`src/rtl/operand_fetch_if.sv`:
```
// ============================================================================
//  Module      : operand_fetch_if
//  Description : Signal bundle between the operand-fetch stage and its
//                neighbours (fetch, register file, EX/MEM/WB stages).
//                master = surrounding pipeline, slave = operand_fetch.
//  Revision    : 1.0  initial release
// ============================================================================
`default_nettype none

interface operand_fetch_if;
    // Fetch side
    logic        InstrValid;
    logic [31:0] Instr;
    logic        Stall;
    logic        Flush;
    // Register file read ports
    logic [4:0]  RsAddr;
    logic [4:0]  RtAddr;
    logic [31:0] RsData;
    logic [31:0] RtData;
    // Forwarding sources
    logic [31:0] ExResult;
    logic        MemRegWrite;
    logic [4:0]  MemDest;
    logic [31:0] MemResult;
    logic        WbRegWrite;
    logic [4:0]  WbDest;
    logic [31:0] WbData;
    // ID/EX register contents
    logic        OpValid;
    logic [31:0] OpA;
    logic [31:0] OpB;
    logic [4:0]  OpDest;
    logic        OpRegWrite;
    logic        OpMemRead;
    logic [31:0] OpInstr;

    modport master (
        output InstrValid, Instr, Flush,
        output RsData, RtData,
        output ExResult, MemRegWrite, MemDest, MemResult,
        output WbRegWrite, WbDest, WbData,
        input  Stall, RsAddr, RtAddr,
        input  OpValid, OpA, OpB, OpDest, OpRegWrite, OpMemRead, OpInstr
    );

    modport slave (
        input  InstrValid, Instr, Flush,
        input  RsData, RtData,
        input  ExResult, MemRegWrite, MemDest, MemResult,
        input  WbRegWrite, WbDest, WbData,
        output Stall, RsAddr, RtAddr,
        output OpValid, OpA, OpB, OpDest, OpRegWrite, OpMemRead, OpInstr
    );
endinterface

`default_nettype wire

```
`src/rtl/operand_fetch.sv`:
```
// ============================================================================
//  Module      : operand_fetch
//  Description : Decode / operand-fetch stage. Drives the register file read
//                addresses, forwards results from EX/MEM/WB, detects load-use
//                hazards and loads the ID/EX pipeline register.
//  Revision    : 1.0  initial release
// ============================================================================
`default_nettype none

module operand_fetch (
    input  wire logic       Clk,
    input  wire logic       Reset,
    operand_fetch_if.slave  bus
);

    // ------------------------------------------------------------------------
    // Opcode / funct encodings
    // ------------------------------------------------------------------------
    localparam logic [5:0] c_OP_RTYPE = 6'h00;
    localparam logic [5:0] c_OP_JAL   = 6'h03;
    localparam logic [5:0] c_OP_LW    = 6'h23;
    localparam logic [5:0] c_FN_JR    = 6'h08;
    localparam logic [4:0] c_REG_RA   = 5'd31;
    localparam logic [4:0] c_REG_ZERO = 5'd0;

    // ------------------------------------------------------------------------
    // Instruction fields
    // ------------------------------------------------------------------------
    logic [5:0] w_opcode;
    logic [4:0] w_rs;
    logic [4:0] w_rt;
    logic [4:0] w_rd;
    logic [5:0] w_funct;

    assign w_opcode = bus.Instr[31:26];
    assign w_rs     = bus.Instr[25:21];
    assign w_rt     = bus.Instr[20:16];
    assign w_rd     = bus.Instr[15:11];
    assign w_funct  = bus.Instr[5:0];

    // Register file read addresses are a straight slice of the instruction
    assign bus.RsAddr = w_rs;
    assign bus.RtAddr = w_rt;

    // ------------------------------------------------------------------------
    // ID/EX pipeline register
    // ------------------------------------------------------------------------
    logic        op_valid_q,    op_valid_d;
    logic        op_regwrite_q, op_regwrite_d;
    logic        op_memread_q,  op_memread_d;
    logic [4:0]  op_dest_q,     op_dest_d;
    logic [31:0] op_a_q,        op_a_d;
    logic [31:0] op_b_q,        op_b_d;
    logic [31:0] op_instr_q,    op_instr_d;

    // ------------------------------------------------------------------------
    // Decode
    // ------------------------------------------------------------------------
    logic [4:0] w_dec_dest;
    logic       w_dec_regwrite;
    logic       w_dec_memread;

    // Destination register and write/load flags from opcode and funct
    always_comb begin
        w_dec_dest     = c_REG_ZERO;
        w_dec_regwrite = 1'b0;
        w_dec_memread  = 1'b0;
        case (w_opcode)
            c_OP_RTYPE: begin
                w_dec_dest     = w_rd;
                w_dec_regwrite = (w_funct != c_FN_JR);
            end
            6'h08, 6'h09, 6'h0A, 6'h0B,
            6'h0C, 6'h0D, 6'h0E, 6'h0F: begin
                w_dec_dest     = w_rt;
                w_dec_regwrite = 1'b1;
            end
            c_OP_LW: begin
                w_dec_dest     = w_rt;
                w_dec_regwrite = 1'b1;
                w_dec_memread  = 1'b1;
            end
            c_OP_JAL: begin
                w_dec_dest     = c_REG_RA;
                w_dec_regwrite = 1'b1;
            end
            default: begin
                w_dec_dest     = c_REG_ZERO;
                w_dec_regwrite = 1'b0;
            end
        endcase
        // $0 is hardwired, so a write to it is a no-op
        if (w_dec_dest == c_REG_ZERO) begin
            w_dec_regwrite = 1'b0;
        end
    end

    // ------------------------------------------------------------------------
    // Forwarding
    // ------------------------------------------------------------------------
    // An instruction in ID/EX can only forward if its result is an ALU value;
    // a load's data is not available until MEM, which the stall covers.
    logic w_ex_fwd_en;
    assign w_ex_fwd_en = op_valid_q & op_regwrite_q & ~op_memread_q;

    // Select the newest producer of addr, nearest stage first. WB is needed
    // because the regfile write and this read happen on the same edge.
    function automatic logic [31:0] f_forward(
        input logic [4:0]  addr,
        input logic [31:0] rf_data,
        input logic        ex_en,
        input logic [4:0]  ex_dest,
        input logic [31:0] ex_data,
        input logic        mem_en,
        input logic [4:0]  mem_dest,
        input logic [31:0] mem_data,
        input logic        wb_en,
        input logic [4:0]  wb_dest,
        input logic [31:0] wb_data
    );
        logic [31:0] result;
        if (addr == 5'd0) begin
            result = 32'd0;
        end else if (ex_en && (ex_dest == addr)) begin
            result = ex_data;
        end else if (mem_en && (mem_dest == addr)) begin
            result = mem_data;
        end else if (wb_en && (wb_dest == addr)) begin
            result = wb_data;
        end else begin
            result = rf_data;
        end
        return result;
    endfunction

    logic [31:0] w_fwd_a;
    logic [31:0] w_fwd_b;

    // Forwarded values for both source operands
    always_comb begin
        w_fwd_a = f_forward(w_rs, bus.RsData,
                            w_ex_fwd_en, op_dest_q, bus.ExResult,
                            bus.MemRegWrite, bus.MemDest, bus.MemResult,
                            bus.WbRegWrite, bus.WbDest, bus.WbData);
        w_fwd_b = f_forward(w_rt, bus.RtData,
                            w_ex_fwd_en, op_dest_q, bus.ExResult,
                            bus.MemRegWrite, bus.MemDest, bus.MemResult,
                            bus.WbRegWrite, bus.WbDest, bus.WbData);
    end

    // ------------------------------------------------------------------------
    // Load-use hazard
    // ------------------------------------------------------------------------
    // rt is compared even when the ID instruction only reads rs; the extra
    // stall on I-types is harmless and keeps the comparator simple.
    logic w_hazard;
    assign w_hazard = bus.InstrValid & op_valid_q & op_memread_q
                    & (op_dest_q != c_REG_ZERO)
                    & ((op_dest_q == w_rs) | (op_dest_q == w_rt));

    // A flush discards the ID instruction, so there is nothing to hold
    assign bus.Stall = w_hazard & ~bus.Flush;

    // ------------------------------------------------------------------------
    // ID/EX next state
    // ------------------------------------------------------------------------
    // Load a decoded instruction or a bubble; bubbles keep the data fields
    always_comb begin
        op_valid_d    = 1'b0;
        op_regwrite_d = 1'b0;
        op_memread_d  = 1'b0;
        op_dest_d     = op_dest_q;
        op_a_d        = op_a_q;
        op_b_d        = op_b_q;
        op_instr_d    = op_instr_q;
        if (!bus.Flush && !w_hazard && bus.InstrValid) begin
            op_valid_d    = 1'b1;
            op_regwrite_d = w_dec_regwrite;
            op_memread_d  = w_dec_memread;
            op_dest_d     = w_dec_dest;
            op_a_d        = w_fwd_a;
            op_b_d        = w_fwd_b;
            op_instr_d    = bus.Instr;
        end
    end

    // ID/EX register with asynchronous clear
    always_ff @(posedge Clk or posedge Reset) begin
        if (Reset) begin
            op_valid_q    <= 1'b0;
            op_regwrite_q <= 1'b0;
            op_memread_q  <= 1'b0;
            op_dest_q     <= 5'd0;
            op_a_q        <= 32'd0;
            op_b_q        <= 32'd0;
            op_instr_q    <= 32'd0;
        end else begin
            op_valid_q    <= op_valid_d;
            op_regwrite_q <= op_regwrite_d;
            op_memread_q  <= op_memread_d;
            op_dest_q     <= op_dest_d;
            op_a_q        <= op_a_d;
            op_b_q        <= op_b_d;
            op_instr_q    <= op_instr_d;
        end
    end

    assign bus.OpValid    = op_valid_q;
    assign bus.OpRegWrite = op_regwrite_q;
    assign bus.OpMemRead  = op_memread_q;
    assign bus.OpDest     = op_dest_q;
    assign bus.OpA        = op_a_q;
    assign bus.OpB        = op_b_q;
    assign bus.OpInstr    = op_instr_q;

endmodule

`default_nettype wire

```
`src/flat_wrapper.sv`:
```
// flat-port wrapper written by rule: the top's interface ports become plain ports
module operand_fetch_flat 
  (Clk, Reset, bus_InstrValid, bus_Instr, bus_Flush, bus_RsData, bus_RtData, bus_ExResult, bus_MemRegWrite, bus_MemDest, bus_MemResult, bus_WbRegWrite, bus_WbDest, bus_WbData, bus_Stall, bus_RsAddr, bus_RtAddr, bus_OpValid, bus_OpA, bus_OpB, bus_OpDest, bus_OpRegWrite, bus_OpMemRead, bus_OpInstr);
  operand_fetch_if bus_i ();
  input  wire logic Clk;
  input  wire logic Reset;
  input wire logic [$bits(bus_i.InstrValid)-1:0] bus_InstrValid;
  input wire logic [$bits(bus_i.Instr)-1:0] bus_Instr;
  input wire logic [$bits(bus_i.Flush)-1:0] bus_Flush;
  input wire logic [$bits(bus_i.RsData)-1:0] bus_RsData;
  input wire logic [$bits(bus_i.RtData)-1:0] bus_RtData;
  input wire logic [$bits(bus_i.ExResult)-1:0] bus_ExResult;
  input wire logic [$bits(bus_i.MemRegWrite)-1:0] bus_MemRegWrite;
  input wire logic [$bits(bus_i.MemDest)-1:0] bus_MemDest;
  input wire logic [$bits(bus_i.MemResult)-1:0] bus_MemResult;
  input wire logic [$bits(bus_i.WbRegWrite)-1:0] bus_WbRegWrite;
  input wire logic [$bits(bus_i.WbDest)-1:0] bus_WbDest;
  input wire logic [$bits(bus_i.WbData)-1:0] bus_WbData;
  output wire logic [$bits(bus_i.Stall)-1:0] bus_Stall;
  output wire logic [$bits(bus_i.RsAddr)-1:0] bus_RsAddr;
  output wire logic [$bits(bus_i.RtAddr)-1:0] bus_RtAddr;
  output wire logic [$bits(bus_i.OpValid)-1:0] bus_OpValid;
  output wire logic [$bits(bus_i.OpA)-1:0] bus_OpA;
  output wire logic [$bits(bus_i.OpB)-1:0] bus_OpB;
  output wire logic [$bits(bus_i.OpDest)-1:0] bus_OpDest;
  output wire logic [$bits(bus_i.OpRegWrite)-1:0] bus_OpRegWrite;
  output wire logic [$bits(bus_i.OpMemRead)-1:0] bus_OpMemRead;
  output wire logic [$bits(bus_i.OpInstr)-1:0] bus_OpInstr;
  assign bus_i.InstrValid = bus_InstrValid;
  assign bus_i.Instr = bus_Instr;
  assign bus_i.Flush = bus_Flush;
  assign bus_i.RsData = bus_RsData;
  assign bus_i.RtData = bus_RtData;
  assign bus_i.ExResult = bus_ExResult;
  assign bus_i.MemRegWrite = bus_MemRegWrite;
  assign bus_i.MemDest = bus_MemDest;
  assign bus_i.MemResult = bus_MemResult;
  assign bus_i.WbRegWrite = bus_WbRegWrite;
  assign bus_i.WbDest = bus_WbDest;
  assign bus_i.WbData = bus_WbData;
  assign bus_Stall = bus_i.Stall;
  assign bus_RsAddr = bus_i.RsAddr;
  assign bus_RtAddr = bus_i.RtAddr;
  assign bus_OpValid = bus_i.OpValid;
  assign bus_OpA = bus_i.OpA;
  assign bus_OpB = bus_i.OpB;
  assign bus_OpDest = bus_i.OpDest;
  assign bus_OpRegWrite = bus_i.OpRegWrite;
  assign bus_OpMemRead = bus_i.OpMemRead;
  assign bus_OpInstr = bus_i.OpInstr;
  operand_fetch u_core (.Clk(Clk), .Reset(Reset), .bus(bus_i));
endmodule
```
`config.mk`:
```
export PLATFORM = sky130hd
export DESIGN_NAME = operand_fetch_flat
export DESIGN_NICKNAME = d
export VERILOG_FILES = /design/src/rtl/operand_fetch_if.sv /design/src/rtl/operand_fetch.sv /design/src/flat_wrapper.sv
export SDC_FILE = /design/constraint.sdc
export NUM_CORES = 1
export LEC_CHECK = 0
export BUFFER_PORTS_ARGS = -buffer_cell sky130_fd_sc_hd__clkbuf_2
export CORE_AREA = 2 2 161 163
export CTS_BUF_LIST = sky130_fd_sc_hd__clkbuf_8
export CTS_CLUSTER_DIAMETER = 30
export DETAILED_ROUTE_END_ITERATION = 8
export DIE_AREA = 0 0 163 165
export GPL_ROUTABILITY_DRIVEN = 1
export GPL_TIMING_DRIVEN = 0
export HOLD_SLACK_MARGIN = 0.08
export SYNTH_ARGS = -nofsm -noshare
export SYNTH_HDL_FRONTEND = slang
export SYNTH_SLANG_ARGS = --single-unit
```
`constraint.sdc`:
```
create_clock -name Clk -period 10.7 [get_ports Clk]
set_input_delay 2.675 -clock Clk [delete_from_list [all_inputs] [get_ports Clk]]
set_output_delay 2.675 -clock Clk [all_outputs]
set_load 0.05 [all_outputs]
```
; Word level (Yosys, flattened, before mapping)
; Index checks and enable logic that the tools add are counted.
[op_classes]
n_eq_ne = 17
muxes = 15
n_bitwise = 10
n_reduce_logical = 17
[ops]
columns = op, n
row1 = 32-bit 2-to-1 mux, 8
row2 = "6-bit by 4-bit == test with 1-bit output, second input constant", 8
row3 = 5-bit == test, 6
row4 = 5-bit logical NOT, 3
row5 = 5-bit one-hot mux with 3 select lines, 1
row6 = 10-bit OR reduction, 1
row7 = 9-bit OR reduction, 1
row8 = 1-bit logical AND, 8
row9 = 1-bit AND, 7
row10 = "6-bit by 2-bit == test with 1-bit output, second input constant", 1
row11 = "6-bit == test, second input constant", 1
row12 = 6-bit logical NOT, 1
row13 = "6-bit by 4-bit inequality test with 1-bit output, second input constant", 1
row14 = 1-bit 2-to-1 mux, 5
row15 = 5-bit nonzero test, 1
row16 = 1-bit logical NOT, 2
row17 = 1-bit NOT, 2
row18 = 1-bit one-hot mux with 2 select lines, 1
row19 = 1-bit bitwise OR, 1
[totals]
regBits = 104
inputBits = 208
out_inout_bits = 115
wordCells = 66

; Depth between registers and ports, before layout
[logic_depth]
word_depth = 8
mapped_depth = 10
ltp_nobuf = 6

; Worst setup path after synthesis
; No wires, ideal clock.
[synth_path]
path_type = input-to-output
start = input bus_Instr[18]
end = output bus_Stall
arrival_time_ns = 4.293
required_time_ns = 8.025
setup_slack_ns = 3.732
stages = 5
path_buffers = 1
cell_sequence = buf_2 xnor2_1 nand3_1 o22a_1 nor3_1
[synth_between]
elab_chain_len = 4
[synth_lines]
columns = element, line
row1 = start: declaration, flat_wrapper.sv:8  ; input wire logic [$bits(bus_i.Instr)-1:0] bus_Instr;
row2 = 5-bit == test, operand_fetch.sv:159  ; & ((op_dest_q == w_rs) | (op_dest_q == w_rt));
row3 = 1-bit bitwise OR, operand_fetch.sv:159
row4 = 1-bit AND, operand_fetch.sv:159
row5 = 1-bit AND, operand_fetch.sv:162  ; assign bus.Stall = w_hazard & ~bus.Flush;
row6 = end: declaration, flat_wrapper.sv:19  ; output wire logic [$bits(bus_i.Stall)-1:0] bus_Stall;
; Every way passes these cells.

; Worst setup path after layout
[layout_path]
start = input bus_Instr[22]
end = output bus_Stall
; The elaborated chain is that of the path after synthesis.

==> results.sh <==
export IMPL_status="completed"
export IMPL_worstPathArrival_ns=3.94
export IMPL_worst_pin_slew_ns=0.853
export IMPL_clock_path_buffers=2
export IMPL_drt_wl_total_um=25800
export IMPL_final_nets=1187
export IMPL_cts_hold_fix_buffers=0
export IMPL_fmax_mhz=151
export IMPL_synth_warnings=0
export IMPL_critical_path_required_ns=8.03
export IMPL_async_flop_share=1.00
export IMPL_maxSlewViolCount=0
export IMPL_ys_seq_area_frac=0.417
export IMPL_syn_nets=858
export IMPL_dpl_worst_slack_ns=4.09
export IMPL_start_util=0.249
export IMPL_ir_worst_vdd_v=0.0000741
export IMPL_drc=0
export IMPL_power_frac_comb=0.375
export IMPL_cts_clk_slew_worst_paths_ns=0.12
export IMPL_ys_top_cells_by_area="dfrtp_1 42%, a221o_1 10%, mux2i_1 10%, nand2_1 6.3%, mux2_2 5.8%"
export IMPL_layout_setup_ws_ns=4.08
export IMPL_synth_cell_area_um2=6240
export IMPL_finalCritPeriodShare=0.618
export IMPL_wl_per_cell_um=19.6
export IMPL_cts_resized=0
export IMPL_overflow=0
export IMPL_critical_path_class="primary input to output pin"
export IMPL_drtAntennaViolNets=0
export IMPL_synth_edf_count=0
export IMPL_syn_instance_count=650
export IMPL_hp_class="flip-flop to flip-flop"
export IMPL_clk_latency_ns=0.40
export IMPL_place_gp_congestion=0.799
export IMPL_worstSetupStartpointType="primary input"
export IMPL_fill_cells=2666
export IMPL_relSlewSlack=0.429
export IMPL_synth_seq_cells=104
export IMPL_powerDensity_nw_per_um2=140
export IMPL_io_buffers=317
export IMPL_placed_cells=1298
export IMPL_routed_via_density=4.86
export IMPL_antenna_found_initial=4
export IMPL_die_x_um=163
export IMPL_report_power_total_uw=1190
export IMPL_die_h_um=165
export IMPL_firstDrtPassIters=5
export IMPL_finClkSkew_ns=0.0156
export IMPL_track_usage=0.187
export IMPL_min_period_ns=6.62
export IMPL_synth_top_area_frac=0.417
export IMPL_p_int_uw=672
export IMPL_p_leak_uw=0.00429
export IMPL_cts_tree="built"
export IMPL_fin_cells=1316
export IMPL_syn_avg_cell_area_um2=9.60
export IMPL_areaGrowthSynthToFinish_pct=35.8
export IMPL_drive_gt1_frac=0.435
export IMPL_seq_power_share=0.403
export IMPL_drt_iter0_markers=373
export IMPL_power_frac_clock=0.222
export IMPL_dp_hpwl_um=19600
export IMPL_tns_ns=0
export IMPL_grt_max_degree=55
export IMPL_p_sw_uw=516
export IMPL_rows=58
export IMPL_hold_viol_final=0
export IMPL_htreeDepth=3
export IMPL_grt_pass1_wl_um=37900
export IMPL_setup_viol=0
export IMPL_switching_share=0.435
export IMPL_die_area_um2=26900
export IMPL_rsz0062_at_grt="no"
export IMPL_io_pins=323
export IMPL_ys_flop_type="dfrtp_1"
export IMPL_clock_root_buffer="clkbuf_8"
export IMPL_cts_sinks=104
export IMPL_post_cts_setup_buffers=0
export IMPL_maxCapViolCount=0
export IMPL_synth_cell_types=36
export IMPL_yosys_area_top_type="dfrtp_1"
export IMPL_core_area_um2=25000
export IMPL_worst_path_max_fanout=6
export IMPL_cts_buffers_inserted=9
export IMPL_grt_pass1_vias=6530
export IMPL_cp_end_kind="output pin"
export IMPL_post_route_util=0.338
export IMPL_num_vias=6402
export IMPL_ys_top_cells_by_count="104 x dfrtp_1, 104 x nand2_1, 72 x nor2_1"
## cells in the final DEF (no fill, tap or decap), drive strengths merged, types with 2 or more instances in the layout
cell    count
nor2       72
a221oi      4
a211oi      2
xor2       16
nand4       2
mux2       32
nand3b      2
or4         2
a221o      64
buf        57
mux2i      64
nand2     104
dfrtp     104
clkbuf    333
nor4        5
clkinv      2
xnor2      14
diode       2
nand3       5
inv         7
a21oi       2
o21ai      72
and3        4
nor3        4
nor2b       3
## state kept, by name (all words and copies together), names as in the netlist
signal,cells
u_core.bus.OpA,32
u_core.bus.OpB,32
u_core.bus.OpInstr,32
u_core.bus.OpDest,5
u_core.bus.OpMemRead,1
u_core.bus.OpRegWrite,1
u_core.bus.OpValid,1
## metrics by stage
stage / hold slack, ns / area (µm²)
final: 0.519 / 8470
after global routing: 0.538 / 8460
after CTS: 0.523 / 8460
after detailed placement: 0.493 / 8270
after global placement: 0.488 / 8240
after floorplan: 0.792 / 6240
## metal layers
layer | global-route usage | vias up | share of wire | wire length [µm]
li1 | - | 3000 | - | -
met1 | 0.241 | 3087 | 0.44 | 11500
met2 | 0.316 | 279 | 0.46 | 12000
met3 | 0.0447 | 32 | 0.073 | 1890
met4 | 0.0495 | 4 | 0.017 | 448
met5 | 0 | - | 0.0012 | 30
## worst max-delay path, stage by stage
cell and delay, ns:
clkbuf_2 0.16, xnor2_1 0.18, nand3_1 0.11, o22a_1 0.25, nor3_1 0.22, clkbuf_2 0.34
## path summary, 6_finish.rpt
path	from	endpoint	cells past startpoint	slack, ns
max reg2reg	u_core.bus.OpDest[0]	u_core.bus.OpInstr[22]	7	8.25
min reg2reg	u_core.bus.OpInstr[31]	u_core.bus.OpInstr[31]	1	0.52
max	bus_Instr[22]	bus_Stall	6	4.08
min in group asynchronous	Reset	u_core.bus.OpInstr[6]	2	2.34
max in group asynchronous	Reset	u_core.bus.OpB[20]	3	7.60
min	u_core.bus.OpInstr[31]	u_core.bus.OpInstr[31]	1	0.52
## logic make-up after synthesis
family	count (synthesis)	synth area share
AND/OR/NAND/NOR	206	0.140
AO/OA/AOI/OAI	148	0.177
flip-flops	104	0.417
multiplexers	96	0.160
buffers and inverters	66	0.0630
XOR/XNOR	30	0.0421
## layout make-up
cell class,count,area (µm²),area share
multi-input combinational,480,3240,0.383
clock inverter,7,72.6,0.00857
buffer,63,382,0.0451
clock buffer,9,124,0.0146
antenna,2,5.00,0.000591
inverter,3,13.8,0.00163
sequential,104,2600,0.307
timing repair buffer,318,1610,0.191
tap,330,413,0.0488
## power by group through the flow
stage / registers [µW] / logic [µW] / clock network, µW
after floorplan: 669 / 118 / 0
after global placement: 485 / 445 / 0
after detailed placement: 486 / 449 / 0
after CTS: 478 / 450 / 276
after global routing: 485 / 470 / 285
final: 479 / 446 / 263
Note: power is estimated with default switching activity, not from simulation.
